File: src/rtl/audio_pdm_rx_pkg.sv
// Shared constants and helpers for the interleaved PDM audio receiver.
package audio_pdm_rx_pkg;

    localparam int DEFAULT_CHANNELS = 2;
    localparam int DEFAULT_DEC_LOG2 = 6;

    // A single-channel build still needs a 1-bit slot counter to stay legal.
    function automatic int slot_width(input int channels);
        return (channels > 1) ? $clog2(channels) : 1;
    endfunction

endpackage

File: src/rtl/audio_pdm_rx_chan_acc.sv
// Single-channel popcount accumulator with its own slice of the output register.
module pdm_chan_acc #(
    parameter int OUT_W = 7
) (
    input  logic             clk,
    input  logic             rst,
    input  logic             inc,
    input  logic             clr,
    input  logic             load_out,
    output logic [OUT_W-1:0] pcm
);

    logic [OUT_W-1:0] acc;

    // The load folds in this cycle's bit so the last channel's final sample is counted.
    always_ff @(posedge clk) begin
        if (rst) begin
            acc <= '0;
            pcm <= '0;
        end else if (clr) begin
            acc <= '0;
        end else if (load_out) begin
            pcm <= acc + OUT_W'(inc);
            acc <= '0;
        end else if (inc) begin
            acc <= acc + OUT_W'(1);
        end
    end

endmodule

File: src/rtl/audio_pdm_rx.sv
// De-interleaves a 1-bit PDM stream into CHANNELS channels and decimates each by popcount.
module audio_pdm_rx
    import audio_pdm_rx_pkg::*;
#(
    parameter int CHANNELS = DEFAULT_CHANNELS,
    parameter int DEC_LOG2 = DEFAULT_DEC_LOG2,
    parameter int OUT_W    = DEC_LOG2 + 1
) (
    input  logic                    clk,
    input  logic                    rst,
    input  logic                    en,
    input  logic                    din,
    input  logic                    sync,
    output logic [CHANNELS*OUT_W-1:0] pcm_out,
    output logic                    pcm_valid,
    input  logic                    pcm_ready,
    output logic                    overrun,
    input  logic                    overrun_clr
);

    localparam int CH_W = slot_width(CHANNELS);

    logic [CH_W-1:0]     ch;
    logic [DEC_LOG2-1:0] wcnt;
    logic                step;
    logic                last_slot;
    logic                complete;

    assign step      = en & ~sync;
    assign last_slot = (ch == CH_W'(CHANNELS - 1));
    assign complete  = step & last_slot & (&wcnt);

    always_ff @(posedge clk) begin
        if (rst || sync) begin
            ch   <= '0;
            wcnt <= '0;
        end else if (step) begin
            if (last_slot) begin
                ch   <= '0;
                wcnt <= wcnt + DEC_LOG2'(1);
            end else begin
                ch <= ch + CH_W'(1);
            end
        end
    end

    genvar i;
    generate
        for (i = 0; i < CHANNELS; i++) begin : g_chan
            logic inc;
            assign inc = step & din & (ch == CH_W'(i));

            pdm_chan_acc #(
                .OUT_W(OUT_W)
            ) u_acc (
                .clk     (clk),
                .rst     (rst),
                .inc     (inc),
                .clr     (sync),
                .load_out(complete),
                .pcm     (pcm_out[i*OUT_W +: OUT_W])
            );
        end
    endgenerate

    // A completion always leaves valid high; overrun only when the old set was never taken.
    always_ff @(posedge clk) begin
        if (rst) begin
            pcm_valid <= 1'b0;
            overrun   <= 1'b0;
        end else begin
            if (complete) begin
                pcm_valid <= 1'b1;
            end else if (pcm_valid && pcm_ready) begin
                pcm_valid <= 1'b0;
            end

            if (complete && pcm_valid && !pcm_ready) begin
                overrun <= 1'b1;
            end else if (overrun_clr) begin
                overrun <= 1'b0;
            end
        end
    end

endmodule

File: config.mk
export PLATFORM = sky130hd
export DESIGN_NAME = audio_pdm_rx
export DESIGN_NICKNAME = d
export VERILOG_FILES = /design/src/rtl/audio_pdm_rx_pkg.sv /design/src/rtl/audio_pdm_rx_chan_acc.sv /design/src/rtl/audio_pdm_rx.sv
export SDC_FILE = /design/constraint.sdc
export NUM_CORES = 1
export LEC_CHECK = 0
export ABC_AREA = 1
export CAP_MARGIN = 20
export CORE_MARGIN = 5
export CORE_UTILIZATION = 51
export DETAILED_ROUTE_END_ITERATION = 7
export PLACE_DENSITY_LB_ADDON = 0.05
export SETUP_SLACK_MARGIN = 0.02
export SLEW_MARGIN = 20
export SYNTH_ARGS = -nofsm -noshare
export SYNTH_HDL_FRONTEND = slang
export SYNTH_SLANG_ARGS = --single-unit
export TNS_END_PERCENT = 100
File: constraint.sdc
create_clock -name clk -period 4.8 [get_ports clk]
set_input_delay 0.48 -clock clk [delete_from_list [all_inputs] [get_ports clk]]
set_output_delay 0.48 -clock clk [all_outputs]
set_load 0.01 [all_outputs]
After elaboration in Yosys (flattened, before gate mapping)
Cells that the tools add are included.

Register bits: 37. Input bits: 7.

Add/subtract/negate cells: 6. Muxes and demuxes: 5. Bitwise operators: 8. Reductions and logical operators: 11.

Operator list (number): 7-bit by 1-bit adder with 7-bit output (2); 7-bit by 1-bit adder with 7-bit output, second input constant (2); 6-bit by 1-bit adder with 6-bit output, second input constant (1); 1-bit bitwise AND (6); 6-bit AND reduction (1); 1-bit two-way mux (5); 2-bit AND reduction (2); 2-bit nonzero test (2); 1-bit logical AND (3); 3-bit OR reduction (1); 1-bit NOT (2); 1-bit adder, second input constant (1); 1-bit logical NOT (1); 1-bit logical OR (1).

Depth between registers and ports, before layout
Gate-level depths: netlist (run 1).

Word-level depth: 7. Mapped depth: 10.

By module
From an unflattened synthesis (run 1), not the netlist that was laid out.

Cells, all modules: 258. Area, all modules: 1838.0 µm².

By module, submodules not included: pdm_chan_acc (instances 2, cells each 98, area each 700.7 µm²); audio_pdm_rx (instances 1, cells each 62, area each 436.7 µm²).

Worst setup path before layout (run 1)
No wires, ideal clock.

Kind: input to register. From: input port sync. To: register g_chan[1].u_acc.pcm[2]. Arrival: 1.790 ns. Path slack: 2.941 ns. Cell stages on the path: 8. Path buffers: 0. Cells stage by stage: inv_1 -> nand3_2 -> nor2_1 -> ha_1 -> ha_1 -> xor2_1 -> nand3_1 -> a21oi_1.

Longest elaborated chain between the ends: 5. Elaborated cells on any way between the ends: 8. Classes of those cells: 1 x add/sub; 6 x bitwise; 1 x reduce/logical.

RTL lines: start: declaration (RTL line audio_pdm_rx.sv:13) `input logic sync,`; 1-bit NOT (no source line) *; 1-bit bitwise AND (RTL line audio_pdm_rx.sv:29) `assign step = en & ~sync;`; 1-bit bitwise AND (on tied branches) (2 in a row) (RTL line audio_pdm_rx.sv:51, audio_pdm_rx.sv:31); 7-bit by 1-bit adder with 7-bit output / 2-bit AND reduction (equally long branches); end signal: assignment (RTL line audio_pdm_rx_chan_acc.sv:23) `pcm <= acc + OUT_W'(inc);`; end: declaration (RTL line audio_pdm_rx_chan_acc.sv:10) `output logic [OUT_W-1:0] pcm`.

Every way passes the cells marked *; elsewhere a longest branch is shown, timed or not. A chain may end at the register's enable or synchronous reset.

Final worst setup path (run 1)
From: input port en. To: register g_chan[0].u_acc.pcm[2].

Longest elaborated chain between the ends: 4. Elaborated cells on any way between the ends: 7. Classes of those cells: 1 x add/sub; 5 x bitwise; 1 x reduce/logical.

RTL lines: start: declaration (RTL line audio_pdm_rx.sv:11) `input logic en,`; 1-bit bitwise AND * (RTL line audio_pdm_rx.sv:29); 1-bit bitwise AND (on tied branches) (2 in a row) (RTL line audio_pdm_rx.sv:51, audio_pdm_rx.sv:31); 7-bit by 1-bit adder with 7-bit output / 2-bit AND reduction (equally long branches); end signal: assignment (RTL line audio_pdm_rx_chan_acc.sv:23); end: declaration (RTL line audio_pdm_rx_chan_acc.sv:10).

Marked as above.

==> results of run 1 <==
==> Yosys cell counts (all sizes together) <==
master,number
nand2,84
nor2,38
dfxtp,37
inv,33
a21oi,27
nand3,23
ha,7
nand4,6
buf,5
xor2,5
o21ai,3
nor3,2
clkbuf,1
o21bai,1
xnor2,1
==> placed cells by master (no fill, tap or decap), drive strengths merged <==
cell type / Yosys / routed
clkdlybuf4s50: 0 / 22
dfxtp: 37 / 37
inv: 33 / 33
bufinv: 0 / 2
nand3: 23 / 23
xor2: 5 / 5
ha: 7 / 7
o21bai: 1 / 1
nand4: 6 / 6
nor3: 2 / 2
o21ai: 3 / 3
nor2: 38 / 38
nand2: 84 / 84
clkbuf: 1 / 5
a21oi: 27 / 27
xnor2: 1 / 1
clkinv: 0 / 1
==> layer usage <==
| metal | up-vias | share of wire, % | track usage [%] |
|---|---|---|---|
| met4 | 0 | 1.7 | 6.38 |
| met2 | 31 | 42 | 23.9 |
| li1 | 910 | - | - |
| met1 | 696 | 51 | 21.9 |
| met5 | - | 0 | 0 |
| met3 | 6 | 4.7 | 4.60 |
==> how the worst max path moves through the flow <==
| stage | to | slack (ps) | depth (start not counted) |
|---|---|---|---|
| after CTS | g_chan[0].u_acc.pcm[2] | 2360 | 9 |
| after global routing | g_chan[0].u_acc.pcm[2] | 2080 | 9 |
| after detailed placement | g_chan[0].u_acc.pcm[2] | 2070 | 8 |
| final | g_chan[0].u_acc.pcm[2] | 2360 | 8 |
| after floorplan | g_chan[1].u_acc.pcm[2] | 2940 | 8 |
| after global placement | g_chan[0].u_acc.pcm[2] | 2120 | 8 |
==> flip-flops by register name (all words and copies together) (netlist names) <==
register / count
pcm_valid: 1
g_chan.u_acc.pcm: 14
wcnt: 6
g_chan.u_acc.acc: 14
ch: 1
overrun: 1
==> worst max-delay path, cell delays in order <==
cell	delay [ps]
clkdlybuf4s50_1	540
nand2_1	70
nor2_1	580
ha_1	340
ha_1	260
xor2_1	160
nand3_1	80
a21oi_1	150
==> area by class of cell <==
class                   count  area [µm²]  area share (%)
clock buffers               5        68.8            3.08
clock inverters             3        65.1            2.91
inverters                  33         124            5.54
multi-input cells         197         956            42.8
flip-flops and latches     37         741            33.1
well taps                  48        60.1            2.69
repair buffers             22         220            9.85
==> stage by stage <==
stage               util [%]  instances
floorplan                  -        273
global placement        58.3        337
detailed placement      58.3        337
CTS                     62.0        345
global route            62.0        345
finish                  62.0        345
==> kinds of logic after synthesis <==
family	after synthesis
AND/OR/NAND/NOR	153
buffers and inverters	39
flip-flops	37
AO/OA/AOI/OAI	31
adder cells (fa/ha/maj)	7
XOR/XNOR	6
==> power breakdown <==
group          switching [W]  internal, W
combinational      0.0000123   0.00000719
sequential       0.000000971     0.000307
clock               0.000111     0.000206
==> metrics, run 1 <==
Die Y=70.4 µm; top cells by area, synth=dfxtp_1 (40%), nand2_1 (17%), nor2_1 (7.5%); Detailed Route Iter0 Violations=102; r2r setup slk=2710 ps; post-route cell area=2230 µm²; CTS resizes=0; via count=1,643; Setup WS post-layout=2360 ps; Critical Path Sink Type=flop; Net Count, Synth=287; post-synthesis mux area share=0%; vias per cell=4.76; worst skew pair latency=290 ps; largest family of logic cells by synthesized area=simple AND/OR/NAND/NOR gates; YS warnings=0; Synth Area in Simple Gates=35.1%; clk_skew=5.91 ps; Total Power=0.000645 W; Syn Inst Count=273; grt ovf=0; RR Endpoint=g_chan[0].u_acc.pcm[2]; Pre-Repair DR Iteration Count=4; WL/cell=10.7 µm; initial core utilization=51.7%; Least-Margin Pin Slew=737 ps; Yosys top cell area share=39.8%; worst reg-to-reg path cell count=8; period utilization=50.9%; Post-Place Setup Slack=2070 ps; Arr. time, crit path=2660 ps; Core ar.=3610 µm²; GR Util All Layers=16.1%; max_cap viols=0; Final nets=310; initial antenna violation count=0; area fraction in compound gates after synthesis=8.66%; RSZ-0062 raised after global routing=no; total wire length=3690 µm; Cell Area, Synth=1860 µm²; PortBufs=22; VDD IR max=166 µV; CTS max path bufs=2; synthesis-to-finish area growth=19.9%; global-route wire length before repair=6470 µm; total CTS buffers=5; LEAKAGE=0.958 nW; PD cells=289 nW/µm²; Slew Limit Fails=0; f_max=409 MHz; area post-placement=2100 µm²; status=completed; Filler cells=348; post-synthesis sequential area ratio=39.8%; Cell variety after synth=21; Fin. Hold Viols=0; Hold Slack=465 ps; share of layout cells above drive strength 1=5.05%; Antenna Cells=0; # DRC=0; crit path time final=2440 ps; Worst Hold Depth=2; Adder-Cell Fraction of Synth Area=4.70%; vias in the first global route=1,438; root buffer cell=clkbuf_8; routability cong.=0.816; Worst EP required=5020 ps; Setup Fix Bufs, Post-CTS=0; Setup TNS=0 ps; Yosys reg bits=37; Hold Crit Class=flop to flop; endpoints failing setup=0; worst flop-to-flop path startpoint=ch; Sink Count=37; critical path peak fanout=13; Clock Pin Slew Worst Setup and Hold Paths=80 ps; largest net degree at the start of global routing=25; path type of the worst setup path=primary input to flop; TritonCTS clock tree=yes; min-delay src=overrun; I/O pin cnt=23; Hold Path End=overrun; H-tree Lvls=2; cell taking the most area after synthesis=dfxtp_1; startpoint types=primary input; xor and xnor fraction of the mapped netlist area=2.82%; Die W=70.4 µm; Setup crit start=en; hpwl dp=2600 µm; Post-CTS Hold Fix Bufs=0; row count=22; Mean Syn Cell Area=6.82 µm²; ANT nets after route=0; slew margin rel.=50.7%; Die ar.=4960 µm²
Power figures use the tool's default switching activity.
==> run 2: changes to the inputs <==
Settings changed: CORE_UTILIZATION 51 to 49.
Clock period 4.8 ns to 2.11 ns, I/O delays scaled along.
==> run 2 against run 1 <==
- sequential cell count unchanged
- register-to-register slack worse by 2300 ps
- global-route usage is 0.18 points lower
- combinational power rose to 2.6 times the previous value
- critical path depth is the same
- first-iteration DRC count up 36%
- sequential power grew 130%
- utilization is 1.2 points lower
- wire length up 5.0%
- worst hold slack lost 6.1 ps
- critical path type unchanged
- sequential share of layout area grew 0.13 points
- final area shrank 0.39%
==> metrics, run 2 (same netlist as run 1, synthesis figures left out) <==
status=completed; Critical Path Sink Type=flop; # DRC=0; routed length on met3=161 µm; initial antenna violation count=0; Pre-Repair DR Iteration Count=4; worst reg-to-reg path cell count=6; LEAKAGE=0.960 nW; slew margin rel.=76.0%; min-delay src=g_chan[0].u_acc.pcm[2]; total wire length=3870 µm; TritonCTS clock tree=yes; Antenna Cells=0; period utilization=79.2%; biggest regs=g_chan.u_acc.acc: 14 flops, g_chan.u_acc.pcm: 14 flops, wcnt: 6 flops; worst skew pair latency=280 ps; share of layout cells above drive strength 1=5.94%; RSZ-0062 raised after global routing=no; f_max=598 MHz; routability cong.=0.883; Met1 Wirelength=1980 µm; DR top layer=met4; r2r setup slk=440 ps; crit path time final=1670 ps; endpoints failing setup=0; root buffer cell=clkbuf_8; total CTS buffers=5; Slew Limit Fails=0; commonest cells after routing, fill and taps aside=nand2_1 (83), nor2_1 (37), dfxtp_1 (37); global-route wire length before repair=6640 µm; via count=1,658; Post-CTS Hold Fix Bufs=0; VDD IR max=367 µV; largest net degree at the start of global routing=25; startpoint types=primary input; initial core utilization=50.9%; Setup TNS=0 ps; Sink Count=37; CTS max path bufs=2; Worst EP required=2320 ps; Detailed Route Iter0 Violations=139; Die Y=71.7 µm; Worst Hold Depth=2; Setup Fix Bufs, Post-CTS=0; commonest non-fill, non-tap cell in the layout=nand2_1; GR Util All Layers=15.9%; vias per cell=4.72; Clock Pin Slew Worst Setup and Hold Paths=60 ps; Arr. time, crit path=1880 ps; path type of the worst setup path=primary input to flop; row count=22; Least-Margin Pin Slew=360 ps; worst flop-to-flop path startpoint=wcnt[0]; ANT nets after route=0; synthesis-to-finish area growth=19.5%; WL/cell=11.0 µm; Die ar.=5140 µm²; H-tree Lvls=2; critical path peak fanout=5; Hold Path End=g_chan[0].u_acc.pcm[2]; Fin. Hold Viols=0; met2 routed WL=1690 µm; hpwl dp=2880 µm; Die W=71.7 µm; PD cells=548 nW/µm²; CTS resizes=0; I/O pin cnt=23; RR Endpoint=g_chan[0].u_acc.acc[3]; Hold Crit Class=flop to flop; Total Power=0.00122 W; PortBufs=22; Core ar.=3660 µm²; grt ovf=0; vias in the first global route=1,477; Final nets=316; clk_skew=4.69 ps; Filler cells=361; max_cap viols=0
==> run 2: cell count changes in the layout (fill, tap and decap cells not counted) <==
cell,previous run,this run
buf_4,0,6
bufinv_16,2,0
clkbuf_1,0,3
clkinv_2,1,0
==> run 2: worst max-delay path: stages <==
cell and delay [ps]:
clkdlybuf4s50_1 530, nand3_2 90, nor2_1 160, ha_1 240
ha_1 260, xor2_1 160, nand3_1 80, a21oi_1 150
==> run 2: through the flow <==
stage               std cells  worst slack (ps)  util (%)  hold slack (ps)  area, µm²
detailed placement        343               118      58.6              453       2150
finish                    351               439      60.8              459       2230
global placement          343               193      58.6              452       2150
global route              351               253      60.8              480       2230
floorplan                 273               457         -              363       1860
CTS                       351               421      60.8              463       2230
==> run 2: how the worst max path moves through the flow <==
stage,startpoint,end,slack (ps)
3_5_place_dp,en,g_chan[1].u_acc.pcm[2],120
3_3_place_gp,en,g_chan[1].u_acc.pcm[2],190
4_1_cts,en,g_chan[1].u_acc.pcm[2],420
2_1_floorplan,ch,g_chan[1].u_acc.pcm[2],460
6_report,en,g_chan[1].u_acc.pcm[2],440
5_1_grt,en,g_chan[1].u_acc.pcm[2],250
==> run 2: final cells by class <==
cell class | count | area (µm²) | area share [%]
clock buffer | 8 | 80.1 | 3.60
sequential | 37 | 741 | 33.3
inverter | 33 | 124 | 5.56
timing repair buffer | 28 | 265 | 11.9
multi-input combinational | 197 | 956 | 42.9
tap | 48 | 60.1 | 2.70
==> run 2: report_power, final <==
group          internal, W   total, W  switching [W]  leakage, nW
combinational    0.0000208  0.0000505      0.0000297        0.622
sequential        0.000700   0.000702     0.00000210        0.298
clock             0.000235   0.000467       0.000232       0.0395
==> run 2: metal layers <==
| layer | vias to the layer above | global-route usage [%] |
|---|---|---|
| met4 | 0 | 4.38 |
| li1 | 914 | - |
| met5 | - | 0 |
| met2 | 25 | 25.7 |
| met3 | 4 | 4.21 |
| met1 | 715 | 20.9 |
